$ cat src/rtl/fetch_pkg.sv
// Shared types and defaults for the instruction fetch unit.
// Holds the queue entry layout and the fetch FSM states.
package fetch_pkg;

  localparam logic [15:0] NOP_INSTR    = 16'h0000;
  localparam int          DEF_QDEPTH   = 4;
  localparam int          DEF_MAX_OUT  = 2;
  localparam logic [15:0] DEF_RESET_PC = 16'h0000;

  typedef enum logic {
    FETCH = 1'b0,
    DRAIN = 1'b1
  } fetch_state_e;

  typedef struct packed {
    logic [15:0] instr;
    logic [15:0] pc;
  } fetch_entry_t;

endpackage

$ cat src/rtl/fetch_imem_if.sv
// Instruction-memory request/response bus between the fetch unit and imem.
// The requester is the master, the memory is the slave.
interface fetch_imem_if;

  logic        imem_req;
  logic [15:0] imem_addr;
  logic        imem_ready;
  logic        imem_rvalid;
  logic [15:0] imem_rdata;

  modport master (
    output imem_req,
    output imem_addr,
    input  imem_ready,
    input  imem_rvalid,
    input  imem_rdata
  );

  modport slave (
    input  imem_req,
    input  imem_addr,
    output imem_ready,
    output imem_rvalid,
    output imem_rdata
  );

endinterface

$ cat src/rtl/fetch_queue.sv
// QDEPTH-entry FIFO of {instr, pc} with a single-cycle flush.
// The head entry is read combinationally from registered storage.
module fetch_queue
  import fetch_pkg::*;
#(
  parameter int QDEPTH = DEF_QDEPTH
) (
  input  logic                      clk,
  input  logic                      reset,
  input  logic                      i_flush,
  input  logic                      i_push,
  input  fetch_entry_t              i_push_entry,
  input  logic                      i_pop,
  output fetch_entry_t              o_head,
  output logic [$clog2(QDEPTH):0]   o_count
);

  localparam int AW = (QDEPTH > 1) ? $clog2(QDEPTH) : 1;
  localparam int CW = $clog2(QDEPTH) + 1;

  fetch_entry_t   r_mem [QDEPTH];
  logic [AW-1:0]  r_head;
  logic [AW-1:0]  r_tail;
  logic [CW-1:0]  r_count;
  logic           w_wr;
  logic           w_rd;

  // Flush overrides both ends, so a flushed cycle never writes or reads.
  assign w_wr = i_push && !i_flush;
  assign w_rd = i_pop && !i_flush && (r_count != '0);

  // NOTE: the storage array carries no reset; head/tail/count are reset, so
  // an empty queue never exposes whatever the array happens to hold.
  always_ff @(posedge clk) begin
    if (w_wr) begin
      r_mem[r_tail] <= i_push_entry;
    end
  end

  always_ff @(posedge clk or posedge reset) begin
    if (reset) begin
      r_head  <= '0;
      r_tail  <= '0;
      r_count <= '0;
    end else if (i_flush) begin
      r_head  <= '0;
      r_tail  <= '0;
      r_count <= '0;
    end else begin
      if (w_wr) begin
        r_tail <= r_tail + AW'(1);
      end
      if (w_rd) begin
        r_head <= r_head + AW'(1);
      end
      case ({w_wr, w_rd})
        2'b10:   r_count <= r_count + CW'(1);
        2'b01:   r_count <= r_count - CW'(1);
        default: r_count <= r_count;
      endcase
    end
  end

  assign o_head  = r_mem[r_head];
  assign o_count = r_count;

  overflow_a : assert property (@(posedge clk) disable iff (reset)
    !(i_push && !i_pop && !i_flush && (r_count == CW'(QDEPTH))));

endmodule

$ cat src/rtl/fetch_unit.sv
// Instruction fetch unit: credit-limited imem requests, in-order responses
// buffered in fetch_queue, redirect flushes and drains in-flight responses.
module fetch_unit
  import fetch_pkg::*;
#(
  parameter int          QDEPTH   = DEF_QDEPTH,
  parameter int          MAX_OUT  = DEF_MAX_OUT,
  parameter logic [15:0] RESET_PC = DEF_RESET_PC
) (
  input  logic                 clk,
  input  logic                 reset,
  input  logic                 stall,
  input  logic                 is_branch_taken,
  input  logic [15:0]          branch_target,
  fetch_imem_if.master         imem_bus,
  output logic [15:0]          instr,
  output logic [15:0]          instr_pc,
  output logic                 instr_valid
);

  localparam int CW = $clog2(QDEPTH) + 1;
  localparam int OW = $clog2(MAX_OUT + 1);

  fetch_state_e  r_state;
  fetch_state_e  w_state_next;
  logic [15:0]   r_pc;
  logic [15:0]   r_resp_pc;
  logic [OW-1:0] r_outstanding;
  logic [OW-1:0] w_out_drop;
  logic [OW-1:0] w_out_next;
  logic [CW-1:0] w_count;
  fetch_entry_t  w_head;
  fetch_entry_t  w_push_entry;
  logic          w_credit;
  logic          w_req;
  logic          w_accept;
  logic          w_rsp;
  logic          w_push;
  logic          w_pop;

  // A response with nothing outstanding is a protocol error and is ignored.
  assign w_rsp      = imem_bus.imem_rvalid && (r_outstanding != '0);
  assign w_out_drop = r_outstanding - OW'(w_rsp);
  assign w_credit   = (32'(r_outstanding) < MAX_OUT) &&
                      ((32'(w_count) + 32'(r_outstanding)) < QDEPTH);

  // NOTE: every signal driven here gets a default first, so no path through
  // the case can leave one unassigned and infer a latch.
  always_comb begin
    w_state_next = r_state;
    w_req        = 1'b0;
    w_push       = 1'b0;
    case (r_state)
      FETCH: begin
        w_req  = !reset && !is_branch_taken && w_credit;
        w_push = w_rsp && !is_branch_taken;
        if (is_branch_taken && (w_out_drop != '0)) begin
          w_state_next = DRAIN;
        end
      end
      DRAIN: begin
        if (w_out_drop == '0) begin
          w_state_next = FETCH;
        end
      end
      default: w_state_next = FETCH;
    endcase
  end

  assign w_accept     = w_req && imem_bus.imem_ready;
  assign w_out_next   = w_out_drop + OW'(w_accept);
  assign w_pop        = instr_valid && !stall && !is_branch_taken;
  assign w_push_entry = '{instr: imem_bus.imem_rdata, pc: r_resp_pc};

  // NOTE: sequential state uses non-blocking assignments so every register
  // samples the pre-edge values regardless of statement order.
  always_ff @(posedge clk or posedge reset) begin
    if (reset) begin
      r_state       <= FETCH;
      r_pc          <= RESET_PC;
      r_resp_pc     <= RESET_PC;
      r_outstanding <= '0;
    end else begin
      r_state       <= w_state_next;
      r_outstanding <= w_out_next;
      if (is_branch_taken) begin
        r_pc      <= branch_target;
        r_resp_pc <= branch_target;
      end else begin
        if (w_accept) begin
          r_pc <= r_pc + 16'd1;
        end
        if (w_push) begin
          r_resp_pc <= r_resp_pc + 16'd1;
        end
      end
    end
  end

  fetch_queue #(
    .QDEPTH (QDEPTH)
  ) u_queue (
    .clk          (clk),
    .reset        (reset),
    .i_flush      (is_branch_taken),
    .i_push       (w_push),
    .i_push_entry (w_push_entry),
    .i_pop        (w_pop),
    .o_head       (w_head),
    .o_count      (w_count)
  );

  assign imem_bus.imem_req  = w_req;
  assign imem_bus.imem_addr = r_pc;
  assign instr_valid        = (w_count != '0);
  assign instr              = instr_valid ? w_head.instr : NOP_INSTR;
  assign instr_pc           = instr_valid ? w_head.pc : 16'h0000;

  stray_rsp_a : assert property (@(posedge clk) disable iff (reset)
    !(imem_bus.imem_rvalid && (r_outstanding == '0)));

endmodule

$ cat src/flat_wrapper.sv
// flat-port wrapper written by rule: the top's interface ports become plain ports
module fetch_unit_flat import fetch_pkg::*;
#(
  parameter int          QDEPTH   = DEF_QDEPTH,
  parameter int          MAX_OUT  = DEF_MAX_OUT,
  parameter logic [15:0] RESET_PC = DEF_RESET_PC
)
  (clk, reset, stall, is_branch_taken, branch_target, instr, instr_pc, instr_valid, imem_bus_imem_req, imem_bus_imem_addr, imem_bus_imem_ready, imem_bus_imem_rvalid, imem_bus_imem_rdata);
  fetch_imem_if imem_bus_i ();
  input  logic clk;
  input  logic reset;
  input  logic stall;
  input  logic is_branch_taken;
  input  logic [15:0] branch_target;
  output logic [15:0] instr;
  output logic [15:0] instr_pc;
  output logic instr_valid;
  output wire logic [$bits(imem_bus_i.imem_req)-1:0] imem_bus_imem_req;
  output wire logic [$bits(imem_bus_i.imem_addr)-1:0] imem_bus_imem_addr;
  input wire logic [$bits(imem_bus_i.imem_ready)-1:0] imem_bus_imem_ready;
  input wire logic [$bits(imem_bus_i.imem_rvalid)-1:0] imem_bus_imem_rvalid;
  input wire logic [$bits(imem_bus_i.imem_rdata)-1:0] imem_bus_imem_rdata;
  assign imem_bus_imem_req = imem_bus_i.imem_req;
  assign imem_bus_imem_addr = imem_bus_i.imem_addr;
  assign imem_bus_i.imem_ready = imem_bus_imem_ready;
  assign imem_bus_i.imem_rvalid = imem_bus_imem_rvalid;
  assign imem_bus_i.imem_rdata = imem_bus_imem_rdata;
  fetch_unit #(.QDEPTH(QDEPTH), .MAX_OUT(MAX_OUT), .RESET_PC(RESET_PC)) u_core (.clk(clk), .reset(reset), .stall(stall), .is_branch_taken(is_branch_taken), .branch_target(branch_target), .imem_bus(imem_bus_i), .instr(instr), .instr_pc(instr_pc), .instr_valid(instr_valid));
endmodule
$ cat config.mk
export PLATFORM = sky130hd
export DESIGN_NAME = fetch_unit_flat
export DESIGN_NICKNAME = d
export VERILOG_FILES = /design/src/rtl/fetch_pkg.sv /design/src/rtl/fetch_imem_if.sv /design/src/rtl/fetch_queue.sv /design/src/rtl/fetch_unit.sv /design/src/flat_wrapper.sv
export SDC_FILE = /design/constraint.sdc
export NUM_CORES = 1
export LEC_CHECK = 0
export ABC_AREA = 1
export CAP_MARGIN = 10
export CORE_ASPECT_RATIO = 0.8
export CORE_MARGIN = 5
export CORE_UTILIZATION = 25
export DETAILED_ROUTE_END_ITERATION = 12
export HOLD_SLACK_MARGIN = 0.03
export REMOVE_ABC_BUFFERS = 1
export SLEW_MARGIN = 0
export SYNTH_ARGS = -nofsm -noshare
export SYNTH_HDL_FRONTEND = slang
export SYNTH_SLANG_ARGS = --single-unit
export TNS_END_PERCENT = 10
$ cat constraint.sdc
create_clock -name clk -period 6.3 [get_ports clk]
set_input_delay 0.63 -clock clk [delete_from_list [all_inputs] [get_ports clk]]
set_output_delay 0.63 -clock clk [all_outputs]
set_load 0.005 [all_outputs]
==> impl_results.md <==
- Clock Latency Late Sink: 0.42 ns
- Pin count of the biggest net entering global routing: between 60 and 70
- Relative slew slack: 0.1792
- FF+latch count, synth: 170
- Post-synthesis mux area share: 0
- Count of flip-flops with a built-in enable after synthesis: between 100 and 150
- DIE AREA: 0.03471 mm²
- Largest family of logic cells by synthesized area: simple AND/OR/NAND/NOR gates
- Hold Path Class: flop to flop
- Worst Tran Pin Value: 1.230 ns
- Iteration-0 DRC count of the detailed router: 419
- Most used routing layer: met2
- Outcome: completed
- Power per cell area: 359.7 mW/mm²
- Post-synthesis adder-cell area fraction: 0.01708
- Synth cell types: 32
- WP data arrival: 3.02 ns
- Total congestion overflow: 0
- Via-to-Cell Ratio: 4.355
- Reg2Reg Depth: 4
- Final min period: 3.653 ns
- Clk sink count: 170
- Compound-Gate Fraction of Synth Area: 0.08363
- Post_cts resized: 0
- Synth Cell Area: between 0.007 and 0.008 mm²
- Max VDD drop: 0.2000 mV
- Tcrit/Tclk final: 0.5799
- RSZ-0062 raised after global routing: false
- Final hold violations: 0
- Mapped Avg Cell Area: ~9.8 µm²
- Reg clk slew, reported paths: 0.06 ns
- First-pass GRT wire length: 30.43 mm
- Met1 usage: 0.1509
- Final instance area: 0.009620 mm²
- Fin nets: around 900
- N_diodes: 0
- Critical path required time: 5.67 ns
- Most frequent cells in the layout: 164 x nor2_1, 151 x nand2_1, 128 x edfxtp_1
- Hold slack: 0.5621 ns
- M2 GR Usage: 0.1715
- Total wire length: 18.96 mm
- Vias: 5,648
- Setup TNS Final: 0 ns
- Initial core utilization: 0.2544
- Mean routed wirelength per cell: 14.61 µm
- H-tree depth: 4
- # DRC: 0
- Initial antenna violation count: 1
- Root Buffer: clkbuf_16
- TritonCTS clock tree: done
- Vert. Die Dim: around 170 µm
- Reported max-cap violation count: 0
- Fillcell total: 3,163
- Dpl hpwl: 12.26 mm
- Number of global-route vias before repair: 5,318
- Share of layout cells above drive strength 1: 0.07014
- Synth Warn #: 0
- Tot Pwr: 0.003460 W
- CP endpoint kind: primary output
- FMAX: around 270 MHz
- Ys flop type: edfxtp_1
- Post-synthesis sequential area ratio: 0.6304
- Num CTS Buffers: 17
- Post-Synth Simple-Gate Area: 0.2103
- Cts hold-fix bufs: 0
- Maximum buffer depth of the clock tree: 2
- Post-synthesis cell count: 792
- ANT nets after route: 0
- Most common cell after layout, fill and taps aside: nor2_1
- Synth async-reset ratio: 0.2471
- GPL Wtd Cong: 0.8167
- Slew Viols, Final: 0
- Worst hold stages: 2
- Row cnt: between 50 and 60
- Synthesis-to-finish area growth: 23.90%
- Final setup violation count: 0
- P_leak: 3.624 nW
- Placed Area: 0.009060 mm²
- Setup Skew: 0.007561 ns
- Critical path class: flop to primary output
- Crit-path max FO: 67
- Post-CTS Setup Bufs: 0
- DRT Pass-1 Iters: 5
- Core area: 0.03052 mm²
- Die Wd: 207.0 µm
- I/O pins: 88
- Met3 Track Usage GR: 0.02507
- Crit start category: flop
- Port Buffer Count: between 80 and 90
- Post-synthesis xor/xnor area fraction: 0.01128
- GRT Total Usage: 0.1101
==> critical path, stage by stage (launching register included) <==
cell and delay, ns:
dfrtp_2 0.39, buf_4 0.34, inv_2 0.79, o21ai_0 0.20, a21oi_1 0.29, clkdlybuf4s50_1 0.59
==> Yosys cell counts (9+ instances only) <==
library cell,count,share of area
nand4_1,11,0.0089
dfrtp_1,42,0.14
inv_1,51,0.025
buf_2,18,0.012
nor2_1,168,0.081
ha_1,9,0.015
o21ai_0,77,0.050
nand2_1,151,0.073
clkbuf_1,9,0.0044
a21oi_1,35,0.023
nand3_1,42,0.027
edfxtp_1,128,0.50
==> power breakdown <==
| group | leakage (nW) | switching, W | internal [W] |
|---|---|---|---|
| Clock | 0.276 | 0.000446 | 0.000554 |
| Sequential | 1.67 | 0.0000997 | 0.00132 |
| Combinational | 1.68 | 0.000590 | 0.000453 |
==> registers in the layout (all words and copies together) (netlist names) <==
signal	cells
u_core.r_resp_pc	16
u_core.u_queue.r_mem	128
u_core.imem_bus.imem_addr	16
u_core.u_queue.r_tail	2
u_core.r_state	1
u_core.u_queue.r_head	2
u_core.u_queue.o_count	3
u_core.r_outstanding	2
==> through the flow <==
stage          worst slack (ns)  utilization  std cells
2_1_floorplan             3.433            -        761
3_3_place_gp              3.071       0.2968       1266
3_5_place_dp              3.064       0.2968       1266
4_1_cts                   2.582       0.3152       1297
5_1_grt                   2.353       0.3152       1297
6_report                  2.647       0.3152       1297
==> path summary, 6_finish.rpt <==
check                                                          from                                       end  slack [ns]
setup / recovery               u_core.u_queue.r_head[0]$_DFFE_PP0P_                              instr_pc[13]        2.65
hold / removal             u_core.imem_bus.imem_addr[3]$_DFFE_PP0P_  u_core.imem_bus.imem_addr[3]$_DFFE_PP0P_        0.56
setup reg to reg                  u_core.r_outstanding[1]$_DFF_PP0_      u_core.u_queue.r_mem[3][9]$_DFFE_PP_        4.17
hold reg to reg            u_core.imem_bus.imem_addr[3]$_DFFE_PP0P_  u_core.imem_bus.imem_addr[3]$_DFFE_PP0P_        0.56
max in group asynchronous                                     reset      u_core.u_queue.r_head[0]$_DFFE_PP0P_        5.17
min in group asynchronous                                     reset     u_core.u_queue.o_count[0]$_DFFE_PP0P_        0.71
==> cell type report <==
class                      instances  area (µm²)  area share
timing repair buffer              92       908.4     0.09442
tap                              413       516.7     0.05371
multi-input combinational        536        2532      0.2632
clock inverter                    13       131.4     0.01366
clock buffer                      18       429.2     0.04461
sequential                       170        4896      0.5089
inverter                          55       206.4     0.02146
==> per-layer routing <==
layer / vias to the layer above / routed length (µm)
li1: 2822 / -
met1: 2656 / 9124
met2: 143 / 8642
met3: 25 / 847
met4: 2 / 327
met5: - / 13
==> cell families (layout without fill, tap and decap cells) <==
logic type,Yosys count,count (layout)
and+or+nand+nor,390,390
AOI/OAI and AO/OA,126,126
DFF,170,170
xor gates and xnor gates,10,10
adders and majority gates,10,10
buffers and inverters,86,178
No activity file was read; power rests on OpenSTA's default activity.
==> variant 1: new RTL, config.mk and constraints unchanged <==
Change the package constant `DEF_MAX_OUT` from 2 to 4.
--- a/src/rtl/fetch_pkg.sv
+++ b/src/rtl/fetch_pkg.sv
@@ -4,7 +4,7 @@
 
   localparam logic [15:0] NOP_INSTR    = 16'h0000;
   localparam int          DEF_QDEPTH   = 4;
-  localparam int          DEF_MAX_OUT  = 2;
+  localparam int          DEF_MAX_OUT  = 4;
   localparam logic [15:0] DEF_RESET_PC = 16'h0000;
 
   typedef enum logic {
Behaviour: not the same (Yosys sat finds a counterexample within 4 cycles, from zero or initial values and one cycle with reset high).
==> variant 1 against the unedited design <==
Global-route usage is 0.18 points higher. Design area grew 0.10%. Sequential cell count rose by 1. Clock skew hardly changed. Total power shrank 6.7%. Setup slack better by 0.10 ns. Critical path depth is the same. Synthesized area is 0.42% lower. Routed wire length is 0.42% lower. Sequential share of layout area rose by 0.21 points. Clock power grew 5%. Critical endpoint is now instr[0]. Largest cell class unchanged. Highest routed layer is now met4.
==> variant 1: results (changes against the unedited design) <==
timing_worst_slew_pin_value_ns: 1.107  # -0.1231 ns
place_inst: 1231  # -2.8%
wirelength_mm: 18.88  # -0.42%
synthXorXnorAreaFrac: 0.01926  # +0.007976
dpl_worst_slack_ns: 2.589  # -0.4745 ns
portBuffers: 87  # unchanged
synthArstFlopShare: 0.2515  # +0.004403
dpl.hpwl_mm: 11.92  # -2.7%
cp_max_fo: 65  # -3.0%
antenna_found_initial: 0  # -1
synth_cell_types: 35  # +9.4%
nets: 888  # -3.5%
arrival_ns: 2.92  # -0.10 ns
grtUsageMet1: 0.1707  # +0.01984
dr.pass1.iters: 4  # -1
power_leakage_nw: 3.517  # -3.0%
synth_fa_ha_area_frac: 0.02201  # +0.004926
rr_startpoint: "u_core.u_queue.o_count[1]$_DFFE_PP0P_"
syn_inst: 756  # -4.5%
grt_pass1_vias: 5367  # +0.92%
slowest_stage: "dfrtp_2"
outcome: "complete, no violations"
post_dp_cell_area_um2: 9030  # -0.33%
fin_skew_ns: 0.007860  # +0.0002989 ns
critPathMaxStageDelay_ns: 0.70  # -0.09 ns
grt_max_degree: 66  # -2.9%
synth_compound_area_frac: 0.09401  # +0.01038
postCtsResizedCells: 0  # unchanged
grt.total_usage: 0.1118  # +0.001759
ys_seq_area_frac: 0.6362  # +0.005888
pg_clk_w: 0.00105  # +5%
power_frac_comb: 0.233  # -0.069
synth_common_cells: "nor2_1 (161), edfxtp_1 (128), nand2_1 (118)"
ir_drop_mv: 0.1686  # -16%
drive_gt1_frac: 0.07647  # +0.006335
cts_buffer_depth: 2  # unchanged
powerComb_w: 0.000752  # -28%
gr-usage-met3: 0.02939  # +0.004324
place_congestion: 0.8432  # +3.2%
timing.hold.ws_ns: 0.5470  # -0.01509 ns
p_switching_w: 0.001021  # -10%
instances_no_fill: 1263  # -2.6%
drtIter0Drc: 321  # -23%
netlist_top_cells_area: "edfxtp_1 (50%), dfrtp_1 (14%), nor2_1 (7.8%)"
hp-start: "u_core.r_state$_DFF_PP0_"
finalCriticalPeriod_ns: 3.549  # -0.1047 ns
variant 1: routing by layer:
metal,routed length [um],vias to the layer above
li1,-,2741
met1,9687,2570
met2,7713,146
met3,1233,18
met4,242,0
met5,0,-
variant 1: layout make-up:
cell class,count,area (um2)
clock buffers,18,429.2
clock inverters,14,171.4
fillers,3119,20820
inverters,49,186.4
multi-input cells,505,2490
flip-flops and latches,171,4921
well taps,413,516.7
repair buffers,93,915.9
variant 1: worst paths after layout:
path	end	depth (start not counted)
worst max-delay path	instr[0]	5
worst min-delay path	u_core.r_state$_DFF_PP0_	2
worst max register to register	u_core.u_queue.o_count[2]$_DFFE_PP0P_	11
max in group asynchronous	u_core.u_queue.r_head[0]$_DFFE_PP0P_	3
worst min register to register	u_core.r_state$_DFF_PP0_	2
min in group asynchronous	u_core.imem_bus.imem_addr[0]$_DFFE_PP0P_	3
==> variant 2: new RTL, same flow settings <==
Made on the original files. Add an input register stage for `branch_target`, without a reset; this delays it by one clock. The other inputs are not delayed to match.
--- a/src/rtl/fetch_unit.sv
+++ b/src/rtl/fetch_unit.sv
@@ -20,6 +20,12 @@
 
   localparam int CW = $clog2(QDEPTH) + 1;
   localparam int OW = $clog2(MAX_OUT + 1);
+
+  logic [15:0] branch_target_q;
+
+  always_ff @(posedge clk) begin
+    branch_target_q <= branch_target;
+  end
 
   fetch_state_e  r_state;
   fetch_state_e  w_state_next;
@@ -84,8 +90,8 @@
       r_state       <= w_state_next;
       r_outstanding <= w_out_next;
       if (is_branch_taken) begin
-        r_pc      <= branch_target;
-        r_resp_pc <= branch_target;
+        r_pc      <= branch_target_q;
+        r_resp_pc <= branch_target_q;
       end else begin
         if (w_accept) begin
           r_pc <= r_pc + 16'd1;
Behaviour: not the same (Yosys sat finds a counterexample within 4 cycles, from zero or initial values and one cycle with reset high).
==> variant 2 against the unedited design <==
Clock skew increased by 0.0028 ns. Sequential cell count increased by 16. Sequential share of layout area increased by 1.6 points. Setup slack got worse by 0.062 ns. Total power increased by 6.3%. Critical path depth unchanged. Routed wire length increased by 1.4%. First-iteration DRC count increased by 16%. Design area increased by 3.2%. Clock power increased by 11%. Synthesized area increased by 3.4%. Count of clock-buffer cells in the layout increased by 2.
==> variant 2: results (changes against the unedited design) <==
registers.top_by_ff_count: "u_core.u_queue.r_mem"
slew_headroom: 0.2197  # +0.04051
wirelength_mm: 19.21  # +1.4%
drtIter0Drc: 484  # +16%
place_congestion: 0.8296  # +1.6%
seq_power_w: 0.00153  # +8%
synthArstFlopShare: 0.2258  # -0.02125
synth_common_cells: "nor2_1 (166), nand2_1 (149), edfxtp_1 (128)"
synth_fa_ha_area_frac: 0.01652  # -0.0005616
ir_drop_mv: 0.2361  # +18%
power_leakage_nw: 3.757  # +3.7%
power.share.switching: 0.3163  # -0.01214
synthXorXnorAreaFrac: 0.009818  # -0.001462
synth_compound_area_frac: 0.07839  # -0.005243
highest_layer: "met4"
grt_pass1_vias: 5553  # +4.4%
finalCriticalPeriod_ns: 3.715  # +0.06207 ns
hold_class: "register to register"
drive_gt1_frac: 0.05351  # -0.01662
grt_first_pass_wirelength_mm: 30.64  # +0.68%
r2r-end: "u_core.u_queue.r_mem[1][28]$_DFFE_PP_"
p_seq_frac: 0.417  # +0.008
arrival_ns: 3.09  # +0.07 ns
dpl.hpwl_mm: 12.31  # +0.41%
clock_latency_ns: 0.43
synth_mux_area_frac: 0  # unchanged
via_per_inst: 4.418  # +1.5%
dpl_worst_slack_ns: 2.894  # -0.1701 ns
drc: 0  # unchanged
synth_cell_types: 34  # +6.3%
hp-start: "u_core.branch_target_q[14]$_DFF_P_"
met2WireLength_mm: 7.958  # -7.9%
ys_seq_area_frac: 0.6495  # +0.01917
rr_startpoint: "u_core.r_outstanding[1]$_DFF_PP0_"
rrSetupSlack_ns: 3.84  # -0.33 ns
cts_buffers: 17  # unchanged
outcome: "complete, no violations"
synth-edff-count: 128  # unchanged
grt.total_usage: 0.1071  # -0.002985
clkTransAtPathRegs_ns: 0.07
met3_length_mm: 1.325  # +56%
fin_skew_ns: 0.01039  # +0.002828 ns
pg_clk_w: 0.00111  # +11%
netlist_top_cells_area: "edfxtp_1 (48%), dfrtp_1 (13%), nor2_1 (7.8%)"
antenna_found_initial: 0  # -1
min_to: "u_core.r_resp_pc[14]$_DFFE_PP0P_"
met1Wirelength_mm: 9.788  # +7.3%
critPathMaxStageDelay_ns: 0.77  # -0.02 ns
nets: 932  # +1.3%
==> variant 2: cell types whose count changed in the layout (fill, tap and decap cells not counted), sizes merged, moves of 3 or more <==
cell   change
dfxtp     +16
nand2      -5
inv        -3
nor2       -7
or2        +3
o21ai      -5
nand3      +9
==> variant 2: how the worst max path moves through the flow <==
| stage | from | endpoint |
|---|---|---|
| 2_1_floorplan | u_core.u_queue.r_head[0]$_DFFE_PP0P_ | instr[0] |
| 3_3_place_gp | is_branch_taken | u_core.u_queue.r_mem[3][18]$_DFFE_PP_ |
| 3_5_place_dp | is_branch_taken | u_core.u_queue.r_mem[3][31]$_DFFE_PP_ |
| 4_1_cts | u_core.u_queue.r_head[0]$_DFFE_PP0P_ | instr_pc[4] |
| 5_1_grt | u_core.u_queue.r_head[0]$_DFFE_PP0P_ | instr_pc[10] |
| 6_report | u_core.u_queue.r_head[0]$_DFFE_PP0P_ | instr[11] |
==> variant 2: final cells by class <==
| class | count | area [um2] |
|---|---|---|
| clock buffer | 20 | 436.7 |
| timing repair buffer | 92 | 908.4 |
| multi-input combinational | 533 | 2474 |
| fill | 3230 | 21640 |
| clock inverter | 12 | 165.2 |
| inverter | 54 | 205.2 |
| tap | 420 | 525.5 |
| sequential | 186 | 5216 |
==> variant 2: routing by layer <==
metal / up-vias / global-route usage
li1: 2865 / -
met1: 2753 / 0.1661
met2: 187 / 0.1515
met3: 14 / 0.02691
met4: 0 / 0.01957
met5: - / 0
==> variant 2: metrics by stage <==
stage	util	std cells	area [um2]	hold slack (ns)
detailed placement	0.2955	1285	9329	0.4788
global placement	0.2955	1285	9329	0.4690
CTS	0.3146	1317	9931	0.4901
finish	0.3146	1317	9931	0.4788
floorplan	-	773	7864	0.4280
global route	0.3146	1317	9931	0.5189
